==> src/rtl/mac_link_watchdog_if.sv <==
// Bundle between the MAC bring-up supervisor (master side: enable, bring-up
// status, block lock, clear_fail) and mac_link_watchdog (slave side: restart
// request, link status, retry and statistics counters).
//   enable             master -> slave   hold watchdog in idle when low
//   completion_status  master -> slave   bring-up FSM completion code
//   stat_rx_block_lock master -> slave   block lock, synchronised to dclk
//   clear_fail         master -> slave   pulse: leave the failed state
//   fsm_restart        slave -> master   restart request to bring-up FSM
//   link_up            slave -> master   link established and stable
//   link_failed        slave -> master   retries exhausted (sticky)
//   retry_cnt          slave -> master   consecutive restarts since last link-up
//   link_down_cnt      slave -> master   link-loss events (stats build only)
//   last_fail_code     slave -> master   code of the last failure (stats build only)
interface mac_link_watchdog_if #(
   parameter int unsigned RW = 4
);
   logic          enable;
   logic [4:0]    completion_status;
   logic          stat_rx_block_lock;
   logic          clear_fail;
   logic          fsm_restart;
   logic          link_up;
   logic          link_failed;
   logic [RW-1:0] retry_cnt;
   logic [15:0]   link_down_cnt;
   logic [4:0]    last_fail_code;

   modport master (
      output enable, completion_status, stat_rx_block_lock, clear_fail,
      input  fsm_restart, link_up, link_failed, retry_cnt, link_down_cnt, last_fail_code
   );

   modport slave (
      input  enable, completion_status, stat_rx_block_lock, clear_fail,
      output fsm_restart, link_up, link_failed, retry_cnt, link_down_cnt, last_fail_code
   );
endinterface

==> src/rtl/mac_link_watchdog.sv <==
// Watchdog around the 10G/25G MAC bring-up FSM: retries failed or timed-out
// bring-ups, re-runs bring-up on debounced loss of block lock, and gives up
// (sticky link_failed) after MAX_RETRIES consecutive restarts.
// Ports:
//   dclk        control clock, shared with the bring-up FSM
//   sys_resetn  asynchronous active-low reset
//   wd          mac_link_watchdog_if.slave (status inputs, restart/link outputs)
// Optional feature: define WD_STATS_EN to build link_down_cnt and
// last_fail_code; otherwise both read as zero and no registers exist for them.
module mac_link_watchdog #(
   parameter int unsigned TIMEOUT_CYCLES  = 200000,
   parameter int unsigned DEBOUNCE_CYCLES = 16,
   parameter int unsigned RESTART_CYCLES  = 4,
   parameter int unsigned BACKOFF_CYCLES  = 1000,
   parameter int unsigned MAX_RETRIES     = 3,
   parameter int unsigned RW              = 4
) (
   input logic                dclk,
   input logic                sys_resetn,
   mac_link_watchdog_if.slave wd
);

   // One shared down-counter must hold the largest load value.
   localparam int unsigned T_MAX_A = (TIMEOUT_CYCLES > BACKOFF_CYCLES) ? TIMEOUT_CYCLES : BACKOFF_CYCLES;
   localparam int unsigned T_MAX_B = (DEBOUNCE_CYCLES > RESTART_CYCLES) ? DEBOUNCE_CYCLES : RESTART_CYCLES;
   localparam int unsigned T_MAX   = (T_MAX_A > T_MAX_B) ? T_MAX_A : T_MAX_B;
   localparam int unsigned TW      = $clog2(T_MAX + 1);

   localparam logic [4:0] CODE_TEST_START = 5'd0;
   localparam logic [4:0] CODE_SUCCESS    = 5'd1;
   localparam logic [4:0] CODE_NO_START   = 5'd31;

   typedef enum logic [2:0] {
      WD_IDLE    = 3'd0,
      WD_WAIT    = 3'd1,
      WD_UP      = 3'd2,
      WD_RESTART = 3'd3,
      WD_BACKOFF = 3'd4,
      WD_FAILED  = 3'd5
   } wd_state_e;

   wd_state_e     state_q, state_d;
   logic [TW-1:0] timer_q, timer_d;
   logic [RW-1:0] retry_q, retry_d;
   logic          restart_q, restart_d;
   logic          link_up_q, link_up_d;
   logic          failed_q, failed_d;

   logic          is_fail_c;
   logic          fail_go_c;
   logic          up_loss_c;
   logic [TW-1:0] tmr_dec_c;

   assign is_fail_c = (wd.completion_status != CODE_TEST_START) &&
                      (wd.completion_status != CODE_SUCCESS) &&
                      (wd.completion_status != CODE_NO_START);
   assign tmr_dec_c = (timer_q != '0) ? (timer_q - TW'(1)) : '0;

   // Next-state and next-output logic; fail_go_c funnels every cause into the FAIL path.
   always_comb begin
      state_d   = state_q;
      timer_d   = timer_q;
      retry_d   = retry_q;
      restart_d = restart_q;
      link_up_d = link_up_q;
      failed_d  = failed_q;
      fail_go_c = 1'b0;
      up_loss_c = 1'b0;

      if (!wd.enable) begin
         state_d   = WD_IDLE;
         timer_d   = '0;
         restart_d = 1'b0;
         link_up_d = 1'b0;
      end else begin
         case (state_q)
            WD_IDLE: begin
               state_d = WD_WAIT;
               timer_d = TW'(TIMEOUT_CYCLES);
            end
            WD_WAIT: begin
               // Success beats timeout on the last cycle; failure beats both.
               if (is_fail_c) begin
                  fail_go_c = 1'b1;
               end else if ((wd.completion_status == CODE_SUCCESS) && wd.stat_rx_block_lock) begin
                  state_d   = WD_UP;
                  link_up_d = 1'b1;
                  retry_d   = '0;
                  timer_d   = TW'(DEBOUNCE_CYCLES);
               end else if (timer_q <= TW'(1)) begin
                  fail_go_c = 1'b1;
               end else begin
                  timer_d = tmr_dec_c;
               end
            end
            WD_UP: begin
               // Timer is the lock-low debounce counter here.
               if (is_fail_c) begin
                  fail_go_c = 1'b1;
                  up_loss_c = 1'b1;
               end else if (!wd.stat_rx_block_lock) begin
                  if (timer_q <= TW'(1)) begin
                     fail_go_c = 1'b1;
                     up_loss_c = 1'b1;
                  end else begin
                     timer_d = tmr_dec_c;
                  end
               end else begin
                  timer_d = TW'(DEBOUNCE_CYCLES);
               end
            end
            WD_RESTART: begin
               if (timer_q <= TW'(1)) begin
                  state_d   = WD_BACKOFF;
                  restart_d = 1'b0;
                  timer_d   = TW'(BACKOFF_CYCLES);
               end else begin
                  timer_d = tmr_dec_c;
               end
            end
            WD_BACKOFF: begin
               // Status deliberately ignored while the FSM passes through 31/0.
               if (timer_q <= TW'(1)) begin
                  state_d = WD_WAIT;
                  timer_d = TW'(TIMEOUT_CYCLES);
               end else begin
                  timer_d = tmr_dec_c;
               end
            end
            WD_FAILED: begin
               if (wd.clear_fail) begin
                  state_d   = WD_RESTART;
                  retry_d   = '0;
                  failed_d  = 1'b0;
                  restart_d = 1'b1;
                  timer_d   = TW'(RESTART_CYCLES);
               end
            end
            default: begin
               state_d = WD_IDLE;
               timer_d = '0;
            end
         endcase

         if (up_loss_c) begin
            link_up_d = 1'b0;
         end

         if (fail_go_c) begin
            if (retry_q >= RW'(MAX_RETRIES)) begin
               state_d  = WD_FAILED;
               failed_d = 1'b1;
               timer_d  = '0;
            end else begin
               state_d   = WD_RESTART;
               retry_d   = retry_q + RW'(1);
               restart_d = 1'b1;
               timer_d   = TW'(RESTART_CYCLES);
            end
         end
      end
   end

   // State and registered outputs.
   always_ff @(posedge dclk or negedge sys_resetn) begin
      if (!sys_resetn) begin
         state_q   <= WD_IDLE;
         timer_q   <= '0;
         retry_q   <= '0;
         restart_q <= 1'b0;
         link_up_q <= 1'b0;
         failed_q  <= 1'b0;
      end else begin
         state_q   <= state_d;
         timer_q   <= timer_d;
         retry_q   <= retry_d;
         restart_q <= restart_d;
         link_up_q <= link_up_d;
         failed_q  <= failed_d;
      end
   end

   assign wd.fsm_restart = restart_q;
   assign wd.link_up     = link_up_q;
   assign wd.link_failed = failed_q;
   assign wd.retry_cnt   = retry_q;

`ifdef WD_STATS_EN
   logic [15:0] down_cnt_q, down_cnt_d;
   logic [4:0]  code_q, code_d;

   // Link-loss count saturates; non-status causes (timeout, lock loss) record 31.
   always_comb begin
      down_cnt_d = down_cnt_q;
      code_d     = code_q;
      if (up_loss_c && (down_cnt_q != 16'hFFFF)) begin
         down_cnt_d = down_cnt_q + 16'd1;
      end
      if (fail_go_c) begin
         code_d = is_fail_c ? wd.completion_status : CODE_NO_START;
      end
   end

   always_ff @(posedge dclk or negedge sys_resetn) begin
      if (!sys_resetn) begin
         down_cnt_q <= '0;
         code_q     <= '0;
      end else begin
         down_cnt_q <= down_cnt_d;
         code_q     <= code_d;
      end
   end

   assign wd.link_down_cnt  = down_cnt_q;
   assign wd.last_fail_code = code_q;
`else
   assign wd.link_down_cnt  = '0;
   assign wd.last_fail_code = '0;
`endif

endmodule
==> src/flat_wrapper.sv <==
// flat-port wrapper written by rule: the top's interface ports become plain ports
module mac_link_watchdog_flat 
#(
   parameter int unsigned TIMEOUT_CYCLES  = 200000,
   parameter int unsigned DEBOUNCE_CYCLES = 16,
   parameter int unsigned RESTART_CYCLES  = 4,
   parameter int unsigned BACKOFF_CYCLES  = 1000,
   parameter int unsigned MAX_RETRIES     = 3,
   parameter int unsigned RW              = 4
)
  (dclk, sys_resetn, wd_enable, wd_completion_status, wd_stat_rx_block_lock, wd_clear_fail, wd_fsm_restart, wd_link_up, wd_link_failed, wd_retry_cnt, wd_link_down_cnt, wd_last_fail_code);
  mac_link_watchdog_if #(.RW(RW)) wd_i ();
  input logic dclk;
  input logic sys_resetn;
  input wire logic [$bits(wd_i.enable)-1:0] wd_enable;
  input wire logic [$bits(wd_i.completion_status)-1:0] wd_completion_status;
  input wire logic [$bits(wd_i.stat_rx_block_lock)-1:0] wd_stat_rx_block_lock;
  input wire logic [$bits(wd_i.clear_fail)-1:0] wd_clear_fail;
  output wire logic [$bits(wd_i.fsm_restart)-1:0] wd_fsm_restart;
  output wire logic [$bits(wd_i.link_up)-1:0] wd_link_up;
  output wire logic [$bits(wd_i.link_failed)-1:0] wd_link_failed;
  output wire logic [$bits(wd_i.retry_cnt)-1:0] wd_retry_cnt;
  output wire logic [$bits(wd_i.link_down_cnt)-1:0] wd_link_down_cnt;
  output wire logic [$bits(wd_i.last_fail_code)-1:0] wd_last_fail_code;
  assign wd_i.enable = wd_enable;
  assign wd_i.completion_status = wd_completion_status;
  assign wd_i.stat_rx_block_lock = wd_stat_rx_block_lock;
  assign wd_i.clear_fail = wd_clear_fail;
  assign wd_fsm_restart = wd_i.fsm_restart;
  assign wd_link_up = wd_i.link_up;
  assign wd_link_failed = wd_i.link_failed;
  assign wd_retry_cnt = wd_i.retry_cnt;
  assign wd_link_down_cnt = wd_i.link_down_cnt;
  assign wd_last_fail_code = wd_i.last_fail_code;
  mac_link_watchdog #(.TIMEOUT_CYCLES(TIMEOUT_CYCLES), .DEBOUNCE_CYCLES(DEBOUNCE_CYCLES), .RESTART_CYCLES(RESTART_CYCLES), .BACKOFF_CYCLES(BACKOFF_CYCLES), .MAX_RETRIES(MAX_RETRIES), .RW(RW)) u_core (.dclk(dclk), .sys_resetn(sys_resetn), .wd(wd_i));
endmodule
==> config.mk <==
export PLATFORM = sky130hd
export DESIGN_NAME = mac_link_watchdog_flat
export DESIGN_NICKNAME = d
export VERILOG_FILES = /design/src/rtl/mac_link_watchdog_if.sv /design/src/rtl/mac_link_watchdog.sv /design/src/flat_wrapper.sv
export SDC_FILE = /design/constraint.sdc
export NUM_CORES = 1
export LEC_CHECK = 0
export CORE_MARGIN = 3
export CORE_UTILIZATION = 54
export DETAILED_ROUTE_END_ITERATION = 16
export PLACE_DENSITY = 0.8
export SLEW_MARGIN = 20
export SYNTH_ARGS = -nofsm -noshare
export SYNTH_HDL_FRONTEND = slang
export SYNTH_SLANG_ARGS = --single-unit
==> constraint.sdc <==
create_clock -name dclk -period 2.3 [get_ports dclk]
set_input_delay 0.575 -clock dclk [delete_from_list [all_inputs] [get_ports dclk]]
set_output_delay 0.575 -clock dclk [all_outputs]
set_load 0.05 [all_outputs]
==> out/metrics.cfg, run 1 <==
[run_status]
status = complete, no violations

[timing]
setup_viol = 0
fin_worst_skew_ps = 9.26
slew_headroom = 0.617
clock.fmax_mhz = 443
final-hold-violation-count = 0
setup_tns_ps = 0
period_needed_ps = 2260
maxSlewViolCount = 0
rsz0062_at_grt = true
fin_crit_sh = 0.982
worstMarginPinSlew_ps = 572

[finish]
diodes = 0
fin_cells = 390
syn_to_final_growth_pct = 24.9
final_cell_mix = 57 x buf_4, 28 x dfrtp_1, 24 x nand2_1
final_cell_area_mm2 = 0.00302
drive_gt1_frac = 0.288
final_common_cell = buf_4
fin_nets = 355
fillCellCount = 311

[routing]
wl_per_cell_um = 17.6
wl_um = 6860
dr_total_vias = 2438
drc = 0
first_iter_violations = 259
ant_nets = 0
viasPerCell = 6.25
drt_pre_antenna_iters = 4

[setup_path]
worstPathRequired_ps = 2460
r2r-start = u_core.timer_q[7]$_DFFE_PN0P_
reg2reg_setup_slack_ps = 40
worstRegToRegCells = 7
critPathArrivalTime_ps = 2420
regToRegEndpoint = u_core.timer_q[8]$_DFFE_PN0P_
critPathMaxFanout = 8
critPathKind = reg2reg
path_cells = or4_4, nor4_4, a21oi_4, o21ai_4, buf_4, nor2_1, a221o_1
start_kind = flip-flop
slowest_stage = or4_4
end_kind = flip-flop
max_stage_delay_ps = 570

[floorplan]
fp-row-count = 23
ios = 38
initial_core_util = 0.583
core-area_mm2 = 0.00414
die_width_um = 72.9
fp.dieH_um = 72.9
die_area_mm2 = 0.00531

[power_and_ir_drop]
p_leak_nw = 1.37
p_per_area_mw_per_mm2 = 1730
ir_drop_mv = 1.01

[worst_hold_path]
worstHoldPathType = reg2reg
hold_end = u_core.timer_q[15]$_DFFE_PN0P_
hold-path-cell-count = 1
holdCritStartpoint = u_core.timer_q[15]$_DFFE_PN0P_

[placed_design]
dpl_cell_area_mm2 = 0.00287
portBuffers = 16
place.detailed.hpwl_um = 4930
placed_cells = 382
place.gp.congestion = 0.972

[global_route]
antenna_found_initial = 0
grtUsageTotal = 0.266
grt_pass1_vias = 2267
grt_max_degree = 29
overflow = 0
grt_pass1_wl_um = 11000

[logic_synthesis]
synth_cells = 278
synth_edf_count = 0
ys_top_cells_by_area = dfrtp_1 29%, buf_4 6.8%, nand2_1 3.7%, nor2_1 3.3%, a21o_1 2.5%
yosys_warnings = 0
syn_area_per_cell_um2 = 8.69
synth-async-reset-ratio = 1.00
seq_area_frac_synth = 0.290
synth_cell_types = 70
ys_ff_latch = 28
synth_top_area_cell = dfrtp_1
syn-cell-area_mm2 = 0.00241
ys.flop_type = dfrtp_1
synth.top_cell.area_share = 0.290

[clock_network]
numCtsBuffers = 3
clockRootBuffer = clkbuf_8
cts_sinks = 28
cts_max_path_buffers = 2
clk_latency_ps = 280
cts.clk_slew.worst_paths_ps = 90
htreeDepth = 1
cts_tree = done
holdBufCountCts = 0

[flow_run]
max-cap-violations = 0

[power by group]
group | internal [mW] | switching (mW) | total, mW
logic | 1.80 | 2.22 | 4.02
registers | 0.677 | 0.242 | 0.919
clock network | 0.118 | 0.156 | 0.274
[through the flow]
stage                     hold slack (ps)   util  power [mW]  setup slack, ps
after floorplan                       279      -        3.41             47.8
after global placement                491  0.693        4.53             -468
after detailed placement              492  0.693        4.62             -511
after CTS                             505  0.711        4.96             31.6
after global routing                  540  0.728        5.57            -38.0
final                                 510  0.728        5.21             41.2
[how the worst max path moves through the flow]
stage | from | endpoint | depth (start not counted)
2_1_floorplan | wd_completion_status[1] | u_core.timer_q[2]$_DFFE_PN0P_ | 7
5_1_grt | u_core.timer_q[7]$_DFFE_PN0P_ | u_core.state_q[2]$_DFFE_PN0P_ | 8
4_1_cts | u_core.timer_q[7]$_DFFE_PN0P_ | u_core.wd.retry_cnt[1]$_DFFE_PN0P_ | 7
3_5_place_dp | wd_completion_status[1] | u_core.timer_q[9]$_DFFE_PN0P_ | 7
3_3_place_gp | wd_completion_status[1] | u_core.timer_q[14]$_DFFE_PN0P_ | 9
6_report | u_core.timer_q[7]$_DFFE_PN0P_ | u_core.timer_q[8]$_DFFE_PN0P_ | 7
[sequential cells by signal, summed over array words and instances (netlist names)]
register and cells:
u_core.wd.retry_cnt 4, u_core.wd.link_failed 1, u_core.wd.link_up 1, u_core.timer_q 18, u_core.state_q 3, u_core.wd.fsm_restart 1
[routing by layer]
layer,track usage,vias up,wire length [µm]
met5,0,-,0
met3,0.0303,21,564
li1,-,1126,-
met1,0.374,1139,2910
met2,0.435,152,3250
met4,0.0697,0,135
[cell type report]
class,count,area [µm²],area share
multi-input combinational,221,1560,0.516
inverter,13,48.8,0.0162
tap,50,62.6,0.0207
timing repair buffer,75,606,0.201
sequential,28,701,0.232
clock buffer,3,41.3,0.0137
[critical path, delay by kind of cell, from the launching register on]
kind	cells	cell delay, ps
AOI/OAI and AO/OA	3	690
and+or+nand+nor	3	860
buffers and inverters	1	170
DFF	1	430
[synthesized netlist by cell type (all sizes together), types with 2 or more instances]
cell and instances:
nor3 13, nand4 2, a311oi 2, nor3b 3, a21o 8, o21a 4, a221oi 2, nor4 5
nor2b 4, a31oi 9, nand2 24, and2 3, nor2 22, clkbuf 7, o21ai 17, nand2b 4
a22o 2, o31ai 7, o41ai 2, inv 13, o2bb2ai 2, ha 3, nand3 5, o31a 3
o211ai 3, buf 29, or3 2, a211o 3, o32ai 2, or2 2, a211oi 6, a21oi 12
dfrtp 28, or4 3
[cells by family (layout without fill, tap and decap cells)]
| group | after synthesis | after routing | synth area share |
|---|---|---|---|
| compound gates | 96 | 96 | 0.315 |
| xor+xnor | 1 | 1 | 0.00363 |
| fa+ha+maj | 3 | 3 | 0.0155 |
| buf+inv | 49 | 91 | 0.122 |
| flops | 28 | 28 | 0.290 |
| mux | 1 | 1 | 0.00415 |
| other cells | 1 | 21 | 0.00155 |
| simple gates | 99 | 99 | 0.248 |
[timing repair]
| item | in CTS | in global routing |
|---|---|---|
| setup endpoints to repair | 27 | 13 |
| buffers inserted | 2 | 3 |
| pin swaps | 7 | 7 |
| gates resized for setup | 9 | 10 |
(Power assumes the default switching activity.)
==> run 2: changes to the inputs <==
--- a/config.mk
+++ b/config.mk
@@ -8,7 +8,7 @@
 export CORE_MARGIN = 3
 export CORE_UTILIZATION = 54
 export DETAILED_ROUTE_END_ITERATION = 16
-export PLACE_DENSITY = 0.8
+export PLACE_DENSITY = 0.85
 export SLEW_MARGIN = 20
 export SYNTH_ARGS = -nofsm -noshare
 export SYNTH_HDL_FRONTEND = slang
==> out/metrics.cfg, run 2 (synthesis gave the netlist of run 1 again) <==
[run_status]
status = complete, no violations

[global_route]
antenna_found_initial = 0
grt_pass1_wl_um = 11700
overflow = 0
grtUsageTotal = 0.285
grt_max_degree = 29
grt_pass1_vias = 2463

[placed_design]
place.gp.congestion = 0.930
place_ws_ps = -551
place.detailed.hpwl_um = 4860
placed_cells = 372
portBuffers = 16

[clock_network]
cts_sinks = 28
cts_max_path_buffers = 2
htreeDepth = 1
numCtsBuffers = 3
clockRootBuffer = clkbuf_8
cts.clk_slew.worst_paths_ps = 100
clk_latency_ps = 290
cts_tree = done

[worst_hold_path]
hold-path-cell-count = 1
worstHoldPathType = reg2reg
hold_end = u_core.timer_q[15]$_DFFE_PN0P_
holdCritStartpoint = u_core.timer_q[15]$_DFFE_PN0P_

[finish]
fin_nets = 346
regMostFlops = u_core.timer_q
largest_reg_flops = 18
fin_cells = 382
final_common_cell = buf_4
diodes = 0
final_cell_mix = 48 x buf_4, 28 x dfrtp_1, 23 x nand2_1
multi_input_area_mm2 = 0.00160
ff_latch_area_um2 = 701
drive_gt1_frac = 0.277
fillCellCount = 305
syn_to_final_growth_pct = 24.9

[setup_path]
crit_buf_inv = 0
slowest_stage = or4_4
reg2reg_setup_slack_ps = 30
path_cells = or4_4, nor4_4, a21oi_4, o21ai_2, nor2_1, a221o_1
regToRegEndpoint = u_core.timer_q[8]$_DFFE_PN0P_
start_kind = flip-flop
critPathKind = reg2reg
critPathArrivalTime_ps = 2450
r2r-start = u_core.timer_q[6]$_DFFE_PN0P_
critPathMaxFanout = 6
worstPathRequired_ps = 2480
end_kind = flip-flop
worstRegToRegCells = 6
max_stage_delay_ps = 570
path_delay_family = simple AND/OR/NAND/NOR gates

[floorplan]
fp-row-count = 23
initial_core_util = 0.583
die_width_um = 72.9
core-area_mm2 = 0.00414
die_area_mm2 = 0.00531
fp.dieH_um = 72.9
ios = 38

[routing]
dr_total_vias = 2585
wl_um = 7490
first_iter_violations = 435
viasPerCell = 6.77
drt_pre_antenna_iters = 8
ant_nets = 0
drc = 0
wl_per_cell_um = 19.6

[power_and_ir_drop]
p_total_mw = 5.34
ir_drop_mv = 0.756
p_per_area_mw_per_mm2 = 1770
p_leak_nw = 1.37

[timing]
fin_ws_ps = 26.9
worstMarginPinSlew_ps = 568
fin_crit_sh = 0.988
clock.fmax_mhz = 440
final-hold-violation-count = 0
maxSlewViolCount = 0
hold_ws_ps = 518
fin_worst_skew_ps = 7.66
slew_headroom = 0.620
setup_viol = 0
period_needed_ps = 2270

[flow_run]
max-cap-violations = 0

[run 2: worst max-delay path by stage]
stage | startpoint | endpoint | slack [ps] | cells past startpoint
after global placement | wd_completion_status[1] | u_core.timer_q[8]$_DFFE_PN0P_ | -470 | 7
after detailed placement | wd_completion_status[1] | u_core.timer_q[8]$_DFFE_PN0P_ | -550 | 7
after floorplan | wd_completion_status[1] | u_core.timer_q[2]$_DFFE_PN0P_ | 50 | 7
after global routing | u_core.timer_q[6]$_DFFE_PN0P_ | u_core.timer_q[8]$_DFFE_PN0P_ | -20 | 6
after CTS | u_core.timer_q[9]$_DFFE_PN0P_ | u_core.timer_q[8]$_DFFE_PN0P_ | 20 | 6
final | u_core.timer_q[6]$_DFFE_PN0P_ | u_core.timer_q[8]$_DFFE_PN0P_ | 30 | 6
[run 2: through the flow]
step | TNS (ps) | utilization | area (µm²)
2_1_floorplan | 0 | - | 2490
3_3_place_gp | -10310 | 0.675 | 2800
3_5_place_dp | -12060 | 0.675 | 2800
4_1_cts | 0 | 0.715 | 2960
5_1_grt | -22.9 | 0.728 | 3020
6_report | 0 | 0.728 | 3020
[run 2: timing repair]
item	4_1_cts	5_1_grt
hold buffers	0	0
gates resized for setup	15	13
setup endpoints to repair	27	13
gates cloned	1	0
pin swaps	4	6
setup buffers	4	1
[run 2: routing by layer]
layer	global-route usage	up-vias	part of all wire
li1	-	1102	-
met1	0.349	1220	0.38
met2	0.441	207	0.45
met3	0.0730	56	0.12
met4	0.186	0	0.051
met5	0	-	0
[run 2: worst reg2reg max path, stage by stage, from the launching register on]
cell,delay (ps)
dfrtp_1,440
or4_4,570
nor4_4,260
a21oi_4,160
o21ai_2,340
nor2_1,90
a221o_1,300
[run 2: layout make-up]
| cell class | count | area share |
|---|---|---|
| timing repair buffer | 65 | 0.177 |
| clock buffer | 3 | 0.0137 |
| inverter | 13 | 0.0162 |
| multi-input combinational | 222 | 0.530 |
| tap | 50 | 0.0207 |
| sequential | 28 | 0.232 |
| clock inverter | 1 | 0.00995 |
[run 2: power breakdown]
part	total (mW)	switching (mW)	leakage (nW)	internal [mW]
combinational	3.99	2.31	0.962	1.68
clock	0.415	0.181	0.0357	0.234
sequential	0.933	0.256	0.371	0.677
total	5.34	2.75	1.37	2.59
==> run 3: changes to the inputs <==
--- a/config.mk
+++ b/config.mk
@@ -8,6 +8,7 @@
 export CORE_MARGIN = 3
 export CORE_UTILIZATION = 54
 export DETAILED_ROUTE_END_ITERATION = 16
+export GPL_TIMING_DRIVEN = 1
 export PLACE_DENSITY = 0.85
 export SLEW_MARGIN = 20
 export SYNTH_ARGS = -nofsm -noshare
==> results of run 3 <==
The final DEF is identical to that of run 2; final timing and power are the same.
